`src/rtl/mux_scan_if.sv`:
```
// Bundles the scan-sequencer command, mux-sample and snapshot signals.
// The master drives scan commands and the mux output; the slave is the sequencer.
interface mux_scan_if #(
    parameter int NCH     = 4,
    parameter int DWELL_W = 4
);
    logic               start;
    logic               stop;
    logic [NCH-1:0]     chan_mask;
    logic [DWELL_W-1:0] dwell;
    logic               mux_in;
    logic [1:0]         sel;
    logic               sel_valid;
    logic [NCH-1:0]     sample;
    logic               sample_valid;
    logic               busy;

    modport master (
        output start, stop, chan_mask, dwell, mux_in,
        input  sel, sel_valid, sample, sample_valid, busy
    );

    modport slave (
        input  start, stop, chan_mask, dwell, mux_in,
        output sel, sel_valid, sample, sample_valid, busy
    );
endinterface

```
`src/rtl/mux_scan_sequencer.sv`:
```
// Round-robin 4:1 mux scan sequencer: dwells D+1 cycles on each enabled channel,
// captures the mux output at the end of each window, publishes one snapshot per sweep.
module mux_scan_sequencer #(
    parameter int NCH     = 4,
    parameter int DWELL_W = 4
) (
    input  logic      clk,
    input  logic      rst,
    mux_scan_if.slave bus
);

    typedef enum logic [0:0] {
        ST_IDLE  = 1'b0,
        ST_DWELL = 1'b1
    } state_t;

    state_t             state_r, state_s;
    logic [1:0]         sel_r, sel_s;
    logic               sel_valid_r, sel_valid_s;
    logic               busy_r, busy_s;
    logic [DWELL_W-1:0] cnt_r, cnt_s;
    logic [NCH-1:0]     mask_r, mask_s;
    logic [DWELL_W-1:0] dwell_r, dwell_s;
    logic [NCH-1:0]     capture_r, capture_s;
    logic [NCH-1:0]     cap_next_s;
    logic [NCH-1:0]     sample_r, sample_s;
    logic               sample_valid_r, sample_valid_s;
    logic               stop_pending_r, stop_pending_s;

    function automatic logic [1:0] lowest_chan(input logic [NCH-1:0] m);
        logic [1:0] r;
        r = 2'd0;
        for (int k = NCH - 1; k >= 0; k--) begin
            if (m[k]) r = 2'(k);
        end
        return r;
    endfunction

    function automatic logic has_higher(input logic [NCH-1:0] m, input logic [1:0] cur);
        logic r;
        r = 1'b0;
        for (int k = 0; k < NCH; k++) begin
            if (k > int'(cur) && m[k]) r = 1'b1;
        end
        return r;
    endfunction

    function automatic logic [1:0] next_chan(input logic [NCH-1:0] m, input logic [1:0] cur);
        logic [1:0] r;
        r = cur;
        for (int k = NCH - 1; k >= 0; k--) begin
            if (k > int'(cur) && m[k]) r = 2'(k);
        end
        return r;
    endfunction

    // Next-state, dwell counting, capture and snapshot logic
    always_comb begin
        state_s        = state_r;
        sel_s          = sel_r;
        cnt_s          = cnt_r;
        mask_s         = mask_r;
        dwell_s        = dwell_r;
        capture_s      = capture_r;
        sample_s       = sample_r;
        sample_valid_s = 1'b0;
        stop_pending_s = stop_pending_r;
        cap_next_s         = capture_r;
        cap_next_s[sel_r]  = bus.mux_in;

        case (state_r)
            ST_IDLE: begin
                if (bus.start && (bus.chan_mask != {NCH{1'b0}})) begin
                    mask_s         = bus.chan_mask;
                    dwell_s        = bus.dwell;
                    capture_s      = {NCH{1'b0}};
                    stop_pending_s = 1'b0;
                    sel_s          = lowest_chan(bus.chan_mask);
                    cnt_s          = bus.dwell;
                    state_s        = ST_DWELL;
                end else begin
                    state_s = ST_IDLE;
                end
            end
            ST_DWELL: begin
                if (bus.stop) begin
                    stop_pending_s = 1'b1;
                end else begin
                    stop_pending_s = stop_pending_r;
                end
                if (cnt_r != {DWELL_W{1'b0}}) begin
                    cnt_s = cnt_r - DWELL_W'(1);
                end else if (has_higher(mask_r, sel_r)) begin
                    sel_s     = next_chan(mask_r, sel_r);
                    cnt_s     = dwell_r;
                    capture_s = cap_next_s;
                end else begin
                    // Sweep complete: publish, then either halt or relatch and restart
                    sample_s       = cap_next_s;
                    sample_valid_s = 1'b1;
                    capture_s      = {NCH{1'b0}};
                    if (stop_pending_r || bus.stop) begin
                        state_s        = ST_IDLE;
                        sel_s          = 2'd0;
                        cnt_s          = {DWELL_W{1'b0}};
                        stop_pending_s = 1'b0;
                    end else begin
                        mask_s  = bus.chan_mask;
                        dwell_s = bus.dwell;
                        if (bus.chan_mask != {NCH{1'b0}}) begin
                            sel_s = lowest_chan(bus.chan_mask);
                            cnt_s = bus.dwell;
                        end else begin
                            state_s = ST_IDLE;
                            sel_s   = 2'd0;
                            cnt_s   = {DWELL_W{1'b0}};
                        end
                    end
                end
            end
            default: begin
                state_s = ST_IDLE;
                sel_s   = 2'd0;
                cnt_s   = {DWELL_W{1'b0}};
            end
        endcase

        sel_valid_s = (state_s == ST_DWELL);
        busy_s      = (state_s != ST_IDLE);
    end

    // State and registered outputs, cleared asynchronously on reset
    always_ff @(posedge clk or posedge rst) begin
        if (rst) begin
            state_r        <= ST_IDLE;
            sel_r          <= 2'd0;
            sel_valid_r    <= 1'b0;
            busy_r         <= 1'b0;
            cnt_r          <= {DWELL_W{1'b0}};
            mask_r         <= {NCH{1'b0}};
            dwell_r        <= {DWELL_W{1'b0}};
            capture_r      <= {NCH{1'b0}};
            sample_r       <= {NCH{1'b0}};
            sample_valid_r <= 1'b0;
            stop_pending_r <= 1'b0;
        end else begin
            state_r        <= state_s;
            sel_r          <= sel_s;
            sel_valid_r    <= sel_valid_s;
            busy_r         <= busy_s;
            cnt_r          <= cnt_s;
            mask_r         <= mask_s;
            dwell_r        <= dwell_s;
            capture_r      <= capture_s;
            sample_r       <= sample_s;
            sample_valid_r <= sample_valid_s;
            stop_pending_r <= stop_pending_s;
        end
    end

    assign bus.sel          = sel_r;
    assign bus.sel_valid    = sel_valid_r;
    assign bus.busy         = busy_r;
    assign bus.sample       = sample_r;
    assign bus.sample_valid = sample_valid_r;

endmodule

```
`src/flat_wrapper.sv`:
```
// flat-port wrapper written by rule: the top's interface ports become plain ports
module mux_scan_sequencer_flat 
#(
    parameter int NCH     = 4,
    parameter int DWELL_W = 4
)
  (clk, rst, bus_start, bus_stop, bus_chan_mask, bus_dwell, bus_mux_in, bus_sel, bus_sel_valid, bus_sample, bus_sample_valid, bus_busy);
  mux_scan_if #(.NCH(NCH), .DWELL_W(DWELL_W)) bus_i ();
  input  logic clk;
  input  logic rst;
  input wire logic [$bits(bus_i.start)-1:0] bus_start;
  input wire logic [$bits(bus_i.stop)-1:0] bus_stop;
  input wire logic [$bits(bus_i.chan_mask)-1:0] bus_chan_mask;
  input wire logic [$bits(bus_i.dwell)-1:0] bus_dwell;
  input wire logic [$bits(bus_i.mux_in)-1:0] bus_mux_in;
  output wire logic [$bits(bus_i.sel)-1:0] bus_sel;
  output wire logic [$bits(bus_i.sel_valid)-1:0] bus_sel_valid;
  output wire logic [$bits(bus_i.sample)-1:0] bus_sample;
  output wire logic [$bits(bus_i.sample_valid)-1:0] bus_sample_valid;
  output wire logic [$bits(bus_i.busy)-1:0] bus_busy;
  assign bus_i.start = bus_start;
  assign bus_i.stop = bus_stop;
  assign bus_i.chan_mask = bus_chan_mask;
  assign bus_i.dwell = bus_dwell;
  assign bus_i.mux_in = bus_mux_in;
  assign bus_sel = bus_i.sel;
  assign bus_sel_valid = bus_i.sel_valid;
  assign bus_sample = bus_i.sample;
  assign bus_sample_valid = bus_i.sample_valid;
  assign bus_busy = bus_i.busy;
  mux_scan_sequencer #(.NCH(NCH), .DWELL_W(DWELL_W)) u_core (.clk(clk), .rst(rst), .bus(bus_i));
endmodule
```
`config.mk`:
```
export PLATFORM = sky130hd
export DESIGN_NAME = mux_scan_sequencer_flat
export DESIGN_NICKNAME = d
export VERILOG_FILES = /design/src/rtl/mux_scan_if.sv /design/src/rtl/mux_scan_sequencer.sv /design/src/flat_wrapper.sv
export SDC_FILE = /design/constraint.sdc
export NUM_CORES = 1
export LEC_CHECK = 0
export ABC_AREA = 1
export BUFFER_PORTS_ARGS = -buffer_cell sky130_fd_sc_hd__buf_2
export CORE_MARGIN = 10
export CORE_UTILIZATION = 52
export CTS_BUF_LIST = sky130_fd_sc_hd__clkbuf_4
export DETAILED_ROUTE_END_ITERATION = 10
export PLACE_DENSITY_LB_ADDON = 0.2
export SLEW_MARGIN = 40
export SYNTH_ARGS = -nofsm -noshare
export SYNTH_HDL_FRONTEND = slang
export SYNTH_SLANG_ARGS = --single-unit
export TNS_END_PERCENT = 100
```
`constraint.sdc`:
```
create_clock -name clk -period 1.4 [get_ports clk]
set_input_delay 0.28 -clock clk [delete_from_list [all_inputs] [get_ports clk]]
set_output_delay 0.28 -clock clk [all_outputs]
set_load 0.05 [all_outputs]
```
==> reports/results.txt, run 1 <==
CP max stage delay = 0.42 ns
Final HPWL DP = 2536 µm
vias in the first global route = 1298
Fmax = 702.4 MHz
Final Max Slew Viols = 0
Placed Cells = 239
Synth top area share = 0.4263
first-pass GRT wire length = 5837 µm
DRT antenna net count = 0
DR vias = 1373
run status = finished, violations left
io pins = 22
initial antenna violation count = 0
GPL Wtd Cong = 0.8999
Starting Density = 0.5585
placed cell area = 0.001563 mm²
final net count = 240
RSZ-0062 raised after global routing = true
Diodes inserted = 0
failing checks = negative setup slack
Comb pwr share = 0.621
CTS root buf = clkbuf_4
Reg clk slew, reported paths = 0.14 ns
Die ar. = 0.005191 mm²
CTS buffer count = 3
1st-iter DRT viols = 111
syn nets = 200
Worst VDD drop = 2350 µV
Seq pwr share = 0.269
hold slack final = 0.2352 ns
Mapped Cells = 186
Synth Cell Area = 0.001409 mm²
Synth Warn # = 0
Max Cap Viol = 0
cell leakage power = 0.9366 nW
Sw Share = 0.4997
total negative setup slack = -0.02375 ns
clock latency on the worst-skew pair = 0.31 ns
Seq cells post-synth = 24
Avg WL per Cell = 13.61 µm
cell taking the most area after synthesis = dfrtp_1
CTS tree = yes
largest cells by area after synthesis = dfrtp_1, nand2_1, nand3_1
period utilization = 1.017
Least-Margin Pin Slew = 0.4721 ns
P_int = 2.298 mW
Slew HR = 0.6853
drt first pass iters = 7
drt total wl = 3471 µm
die height = 72.05 µm
CP Launch Type = register
# clock sinks = 24
Post-Layout Inst Area = 0.001757 mm²
Crit Path Class = register to register
IO Port Bufs = 21
sequential area share after synthesis = 0.4263
CP required = 1.61 ns
Critical Path AT = 1.63 ns
Design Power = 4.593 mW
Core Box Area = 0.002522 mm²
P per Cell Area = 2615 mW/mm²
die width = 72.05 µm
share of layout cells above drive strength 1 = 0.3333
Max Clock Skew = 0.01011 ns
CTS H-Tree Depth = 1
non-filler instance count after layout = 255
fillers = 198
Hold Fails Final Rpt = 0
final worst setup slack = -0.02375 ns
Clock power frac = 0.110
HP Class = primary input to register
grt ovf = 0
critical-path maximum fanout = 7
CP max-delay cell = dfrtp_1
Cell variety after synth = 23
synthesis-to-layout area growth = 24.69%
pin count of the biggest net entering global routing = 25
DRC = 0
drt via density = 5.384
sw power = 2.295 mW
GR Util All Layers = 0.1322
Setup Viol. Count Final = 1
Crit. End Element = register
mean area per synthesized cell = 7.574 µm²
row count = 18
crit-path cells = inv_2 > ha_4 > nand2_4 > nor2_4 > inv_2 > o21ai_4 > nand3_4 > nand2_2 > nand2_2
Clock Path Buffers = 2
fin crit period = 1.424 ns
==> area by class of cell <==
| cell class | count | area (µm²) | share of cell area |
|---|---|---|---|
| clock buffer | 3 | 22.52 | 0.01282 |
| clock inverter | 1 | 30.03 | 0.01709 |
| inverter | 20 | 75.07 | 0.04274 |
| multi-input combinational | 138 | 723.2 | 0.4117 |
| sequential | 24 | 604.3 | 0.3440 |
| tap | 30 | 37.54 | 0.02137 |
| timing repair buffer | 39 | 264.0 | 0.1503 |
==> path summary, 6_finish.rpt <==
kind,from,to,slack (ns),depth (start not counted)
min reg2reg,u_core.dwell_r[3],u_core.dwell_r[3],0.49,2
min,bus_chan_mask[2],u_core.mask_r[2],0.24,3
min in group asynchronous,rst,u_core.bus.sample_valid,0.54,4
max in group asynchronous,rst,u_core.bus.sel[1],0.61,4
max,u_core.cnt_r[0],u_core.dwell_r[0],-0.02,9
max reg2reg,u_core.cnt_r[0],u_core.dwell_r[0],-0.02,9
==> kinds of logic after synthesis <==
kind of cell	Yosys count	share of synthesized area
and+or+nand+nor	120	0.3996
buffers and inverters	24	0.08881
DFF	24	0.4263
AOI/OAI and AO/OA	17	0.07637
adders and majority gates	1	0.008880
==> cell usage after synthesis <==
cell type / count
o22ai_1: 2
nand3_4: 2
nor2_1: 14
buf_12: 1
buf_6: 2
o21ai_2: 1
o21ai_0: 6
nand2_2: 6
nor3_1: 2
inv_1: 15
nor2_2: 1
nand4_1: 10
nand2_4: 1
dfrtp_1: 24
nand3_1: 14
a31oi_1: 4
o21ai_4: 1
inv_2: 5
buf_4: 1
ha_1: 1
nand2_1: 68
a21oi_1: 3
nor2_4: 2
==> placed cells by master, fill, tap and decap left out, drive strengths merged <==
cell	Yosys	routed
a21oi	3	3
a31oi	4	4
buf	4	38
bufinv	0	1
clkbuf	0	3
dfrtp	24	24
dlygate4sd3	0	1
ha	1	1
inv	20	20
nand2	75	75
nand3	16	16
nand4	10	10
nor2	17	17
nor3	2	2
o21ai	8	8
o22ai	2	2
==> metal layers <==
| metal | routed length, µm | global-route usage | part of all wire |
|---|---|---|---|
| met1 | 1502 | 0.1695 | 0.43 |
| met2 | 1746 | 0.2235 | 0.50 |
| met3 | 178 | 0.02721 | 0.051 |
| met4 | 43 | 0.02581 | 0.012 |
| met5 | 0 | 0 | 0 |
==> stage by stage <==
stage          worst slack (ns)  utilization
6_report               -0.02375       0.6964
5_1_grt                 -0.1173       0.6964
4_1_cts               -0.001702       0.6711
3_5_place_dp           -0.02629       0.6195
3_3_place_gp            0.02224       0.6195
2_1_floorplan           0.04873            -
==> critical path, delay by kind of cell (launching register included) <==
family                     cells  cell delay (ns)
and+or+nand+nor                5             0.48
DFF                            1             0.42
buffers and inverters          2             0.16
adders and majority gates      1             0.15
AOI/OAI and AO/OA              1             0.11
==> power by group through the flow <==
stage	Clock [mW]	Combinational [mW]	Sequential, mW
6_report	0.504	2.85	1.24
3_5_place_dp	0	2.44	1.26
4_1_cts	0.507	2.69	1.22
5_1_grt	0.537	3.19	1.27
3_3_place_gp	0	2.38	1.25
2_1_floorplan	0	1.72	1.54
==> sequential cells by signal, summed over array words and instances (netlist names), 2 cells and up <==
signal             cells
u_core.bus.sample      4
u_core.capture_r       4
u_core.cnt_r           4
u_core.dwell_r         4
u_core.mask_r          3
u_core.bus.sel         2
==> timing repair <==
item / 4_1_cts / 5_1_grt
pin swaps: 5 / 9
resized for setup: 7 / 10
hold endpoints to repair: 14 / 0
endpoints found under the setup margin: 20 / 24
buffers inserted: 6 / 5
hold buffers: 1 / 0
No activity file was read; power rests on OpenSTA's default activity.
==> run 2: changes to the inputs <==
--- a/config.mk
+++ b/config.mk
@@ -8,7 +8,7 @@
 export ABC_AREA = 1
 export BUFFER_PORTS_ARGS = -buffer_cell sky130_fd_sc_hd__buf_2
 export CORE_MARGIN = 10
-export CORE_UTILIZATION = 52
+export CORE_UTILIZATION = 40
 export CTS_BUF_LIST = sky130_fd_sc_hd__clkbuf_4
 export DETAILED_ROUTE_END_ITERATION = 10
 export PLACE_DENSITY_LB_ADDON = 0.2
==> run 2 against run 1 <==
  * The run still ends with negative setup slack left
  * Register-to-register slack hardly changed
  * First-iteration DRC count down 34%
  * Core utilization shrank 17 points
  * Setup slack worse by 0.0067 ns
  * Cell area up 0.14%
  * Fmax down 0.47%
  * Sequential cell count unchanged
  * Clock skew increased by 0.00078 ns
  * Critical path depth unchanged
==> reports/results.txt, run 2 (synthesized netlist as in run 1, its figures left out) <==
run status = finished, violations left
failing checks = negative setup slack
final net count = 241
DRC = 0
placed cell area = 0.001628 mm²
non-filler instance count after layout = 272
total stage count of the critical path = 9
drt first pass iters = 4
1st-iter DRT viols = 73
CTS buffer count = 3
crit-path cells = inv_2 > ha_4 > nand2_4 > nor2_4 > inv_2 > o21ai_4 > buf_4 > nand3_1 > o21ai_1
Setup Viol. Count Final = 4
RSZ-0062 raised after global routing = true
cell leakage power = 0.9355 nW
CP max stage delay = 0.42 ns
Max Clock Skew = 0.01089 ns
Hold Crit Start = bus_dwell[1]
period utilization = 1.022
die width = 79.35 µm
vias in the first global route = 1370
most common cell after layout, fill and taps aside = nand2_1
Max Cap Viol = 0
Crit. Startpoint = u_core.cnt_r[1]
CP required = 1.64 ns
fin crit period = 1.430 ns
Hold Fails Final Rpt = 0
io pins = 22
CP Launch Type = register
cell family with most CP delay = flip-flops
clock latency on the worst-skew pair = 0.32 ns
critical-path maximum fanout = 6
hold slack final = 0.2156 ns
Least-Margin Pin Slew = 0.3456 ns
Worst VDD drop = 896.4 µV
CP max-delay cell = dfrtp_1
Crit. End Element = register
CP dominant cell by count = inv_2
pin count of the biggest net entering global routing = 25
final worst setup slack = -0.03045 ns
Design Power = 4.464 mW
drt total wl = 3605 µm
P per Cell Area = 2538 mW/mm²
Crit Path Class = register to register
HP Class = primary input to register
GPL Wtd Cong = 0.8403
RR Startpoint = u_core.cnt_r[1]
row count = 21
grt ovf = 0
CTS root buf = clkbuf_4
Starting Density = 0.4189
Final HPWL DP = 2689 µm
Die ar. = 0.006296 mm²
GR Util All Layers = 0.1220
R2R Setup Slk = -0.03 ns
Reg2Reg Depth = 9
CTS tree = yes
# clock sinks = 24
first-pass GRT wire length = 6354 µm
worst r2r dst = u_core.bus.sel[0]
Slew HR = 0.7696
Clock Path Buffers = 2
Post-Layout Inst Area = 0.001759 mm²
Reg clk slew, reported paths = 0.14 ns
initial antenna violation count = 0
Fmax = 699.1 MHz
drt via density = 4.971
Diodes inserted = 0
Avg WL per Cell = 13.25 µm
die height = 79.35 µm
Buffers & Inverters on Critical Path = 3
Final Max Slew Viols = 0
CTS H-Tree Depth = 1
IO Port Bufs = 21
DR vias = 1352
synthesis-to-layout area growth = 24.87%
Placed Cells = 261
DRT antenna net count = 0
share of layout cells above drive strength 1 = 0.3230
commonest cells after routing, fill and taps aside = nand2_1, dfrtp_1, buf_2, nand3_1, buf_4
Worst setup endpoint = u_core.bus.sel[0]
worst slack, placed = -0.02638 ns
Core Box Area = 0.003363 mm²
Critical Path AT = 1.67 ns
-- run 2: stage by stage --
step	util	TNS, ns
after global placement	0.4840	0
after CTS	0.5100	0
after floorplan	-	0
final	0.5231	-0.03607
after global routing	0.5231	-1.284
after detailed placement	0.4840	-0.04810
-- run 2: how the worst min path moves through the flow --
stage,endpoint,slack (ns),depth (start not counted)
floorplan,u_core.bus.sample[0],0.29,1
global placement,u_core.bus.sample_valid,0.34,3
detailed placement,u_core.bus.sample_valid,0.34,3
CTS,u_core.dwell_r[1],0.21,3
global route,u_core.mask_r[3],0.22,3
finish,u_core.dwell_r[1],0.22,3
-- run 2: layout make-up --
| cell class | instances | area, µm² |
|---|---|---|
| clock inverter | 1 | 3.754 |
| fill | 362 | 1604 |
| sequential | 24 | 604.3 |
| inverter | 20 | 75.07 |
| tap | 46 | 57.56 |
| timing repair buffer | 40 | 280.3 |
| multi-input combinational | 138 | 715.7 |
| clock buffer | 3 | 22.52 |
-- run 2: worst reg2reg max path, delay by kind of cell (launching register included) --
family | cells | cell delay (ns)
buf+inv | 3 | 0.33
fa+ha+maj | 1 | 0.15
flops | 1 | 0.42
simple gates | 3 | 0.23
compound gates | 2 | 0.22
-- run 2: routing by layer --
metal | vias up | routed length (µm) | global-route usage
met1 | 626 | 1670 | 0.1566
met4 | 0 | 38 | 0.03226
met3 | 4 | 207 | 0.03378
met5 | - | 0 | 0
li1 | 689 | - | -
met2 | 33 | 1687 | 0.1958
-- run 2: where the power goes --
| part | internal, mW | switching [mW] |
|---|---|---|
| logic | 1.04 | 1.87 |
| registers | 1.01 | 0.231 |
| clock network | 0.105 | 0.220 |
-- run 2: what timing repair did --
action	in CTS	in global routing
hold buffers	1	0
endpoints found under the hold margin	24	0
endpoints found under the setup margin	17	22
pin swaps	3	7
buffers inserted	2	4
resized for setup	12	6
==> run 3: changes to the inputs <==
--- a/config.mk
+++ b/config.mk
@@ -11,7 +11,7 @@
 export CORE_UTILIZATION = 40
 export CTS_BUF_LIST = sky130_fd_sc_hd__clkbuf_4
 export DETAILED_ROUTE_END_ITERATION = 10
-export PLACE_DENSITY_LB_ADDON = 0.2
+export PLACE_DENSITY = 0.72
 export SLEW_MARGIN = 40
 export SYNTH_ARGS = -nofsm -noshare
 export SYNTH_HDL_FRONTEND = slang
==> run 3 against run 2 <==
  * The flow now finishes without violations
  * Die area unchanged
  * Non-clock buffer count down 3
  * Critical endpoint is now bus_busy
  * Largest cell class unchanged
  * Setup slack improved by 0.085 ns
==> reports/results.txt, run 3 (synthesized netlist as in run 1, its figures left out) <==
# clock sinks = 24
IO Port Bufs = 21
CTS tree = yes
Reg clk slew, reported paths = 0.14 ns
Diodes inserted = 0
CTS buffer count = 3
final net count = 238
Worst VDD drop = 881.7 µV
Die ar. = 0.006296 mm²
Max Clock Skew = 0.01219 ns
Max Cap Viol = 0
DRC = 0
die width = 79.35 µm
worst slack, placed = 0.01918 ns
Crit. Startpoint = u_core.state_r
drt via density = 4.955
Setup Viol. Count Final = 0
share of layout cells above drive strength 1 = 0.3318
critical-path maximum fanout = 5
HP Class = primary input to register
CTS root buf = clkbuf_4
drt total wl = 3396 µm
Worst setup endpoint = bus_busy
total negative setup slack = 0 ns
CTS H-Tree Depth = 1
DRT antenna net count = 0
Reg2Reg Depth = 8
GR Util All Layers = 0.1114
CP required = 1.12 ns
Final HPWL DP = 2519 µm
pin count of the biggest net entering global routing = 25
area of the multi-input gates = 733.2 µm²
Crit Path Class = register to primary output
synthesis-to-layout area growth = 24.42%
io pins = 22
DR vias = 1333
Crit. End Element = primary output
Hold Fails Final Rpt = 0
GPL Wtd Cong = 0.8528
R2R Setup Slk = 0.06 ns
most common cell after layout, fill and taps aside = nand2_1
placed cell area = 0.001590 mm²
Core Box Area = 0.003363 mm²
drt first pass iters = 4
Avg WL per Cell = 12.62 µm
CP Launch Type = register
Hold Crit Start = bus_chan_mask[2]
row count = 21
worst r2r dst = u_core.mask_r[2]
Design Power = 4.457 mW
vias in the first global route = 1331
grt ovf = 0
die height = 79.35 µm
clock latency on the worst-skew pair = 0.32 ns
RSZ-0062 raised after global routing = true
run status = completed
Clock Path Buffers = 2
period utilization = 0.9609
Post-Layout Inst Area = 0.001753 mm²
1st-iter DRT viols = 67
FF+latch area = 604.3 µm²
Slew HR = 0.7450
first-pass GRT wire length = 5796 µm
Final Max Slew Viols = 0
fin crit period = 1.345 ns
Starting Density = 0.4189
cell leakage power = 0.9235 nW
final worst setup slack = 0.05470 ns
fillers = 353
Least-Margin Pin Slew = 0.3810 ns
commonest cells after routing, fill and taps aside = nand2_1, dfrtp_1, buf_2
Fmax = 743.3 MHz
RR Startpoint = u_core.cnt_r[3]
initial antenna violation count = 0
Critical Path AT = 1.07 ns
P per Cell Area = 2542 mW/mm²
run 3: metal layers:
metal,track usage,routed length [µm],share of wire
met5,0,0,0
met4,0.05018,40,0.012
met3,0.03041,242,0.071
met2,0.1762,1589,0.47
met1,0.1379,1523,0.45
run 3: critical path, cell delays in order (launching register included):
cell and delay, ns:
dfrtp_2 0.42, buf_4 0.15, buf_4 0.19
run 3: worst min-delay path by stage:
| stage | endpoint | slack, ns | cells after the start |
|---|---|---|---|
| floorplan | u_core.bus.sample[0] | 0.29 | 1 |
| global placement | u_core.bus.sample[1] | 0.34 | 3 |
| detailed placement | u_core.bus.sample_valid | 0.34 | 3 |
| CTS | u_core.dwell_r[0] | 0.22 | 3 |
| global route | u_core.mask_r[1] | 0.22 | 3 |
| finish | u_core.mask_r[2] | 0.22 | 3 |
run 3: final cells by class:
cell class	count	share of cell area
Sequential cell	24	0.3448
Clock buffer	4	0.01713
Tap cell	46	0.03283
Multi-Input combinational cell	138	0.4183
Timing Repair Buffer	37	0.1442
Inverter	20	0.04283
run 3: timing repair:
action                                  CTS  global route
hold buffers                              1             0
pin swaps                                 1             6
endpoints found under the hold margin    24             0
resized for setup                         5            16
endpoints found under the setup margin    4            23
setup buffers                             7             1
run 3: power by group:
part | total (mW) | switching [mW] | leakage (nW) | internal [mW]
Sequential | 1.22 | 0.219 | 0.301 | 1.01
Clock | 0.338 | 0.207 | 0.0184 | 0.131
Combinational | 2.89 | 1.87 | 0.604 | 1.03
run 3: metrics by stage:
step / cells / hold slack (ns) / utilization
3_3_place_gp: 256 / 0.3391 / 0.4728
5_1_grt: 269 / 0.2184 / 0.5212
2_1_floorplan: 186 / 0.2944 / -
3_5_place_dp: 256 / 0.3390 / 0.4728
4_1_cts: 268 / 0.2166 / 0.5037
6_report: 269 / 0.2189 / 0.5212
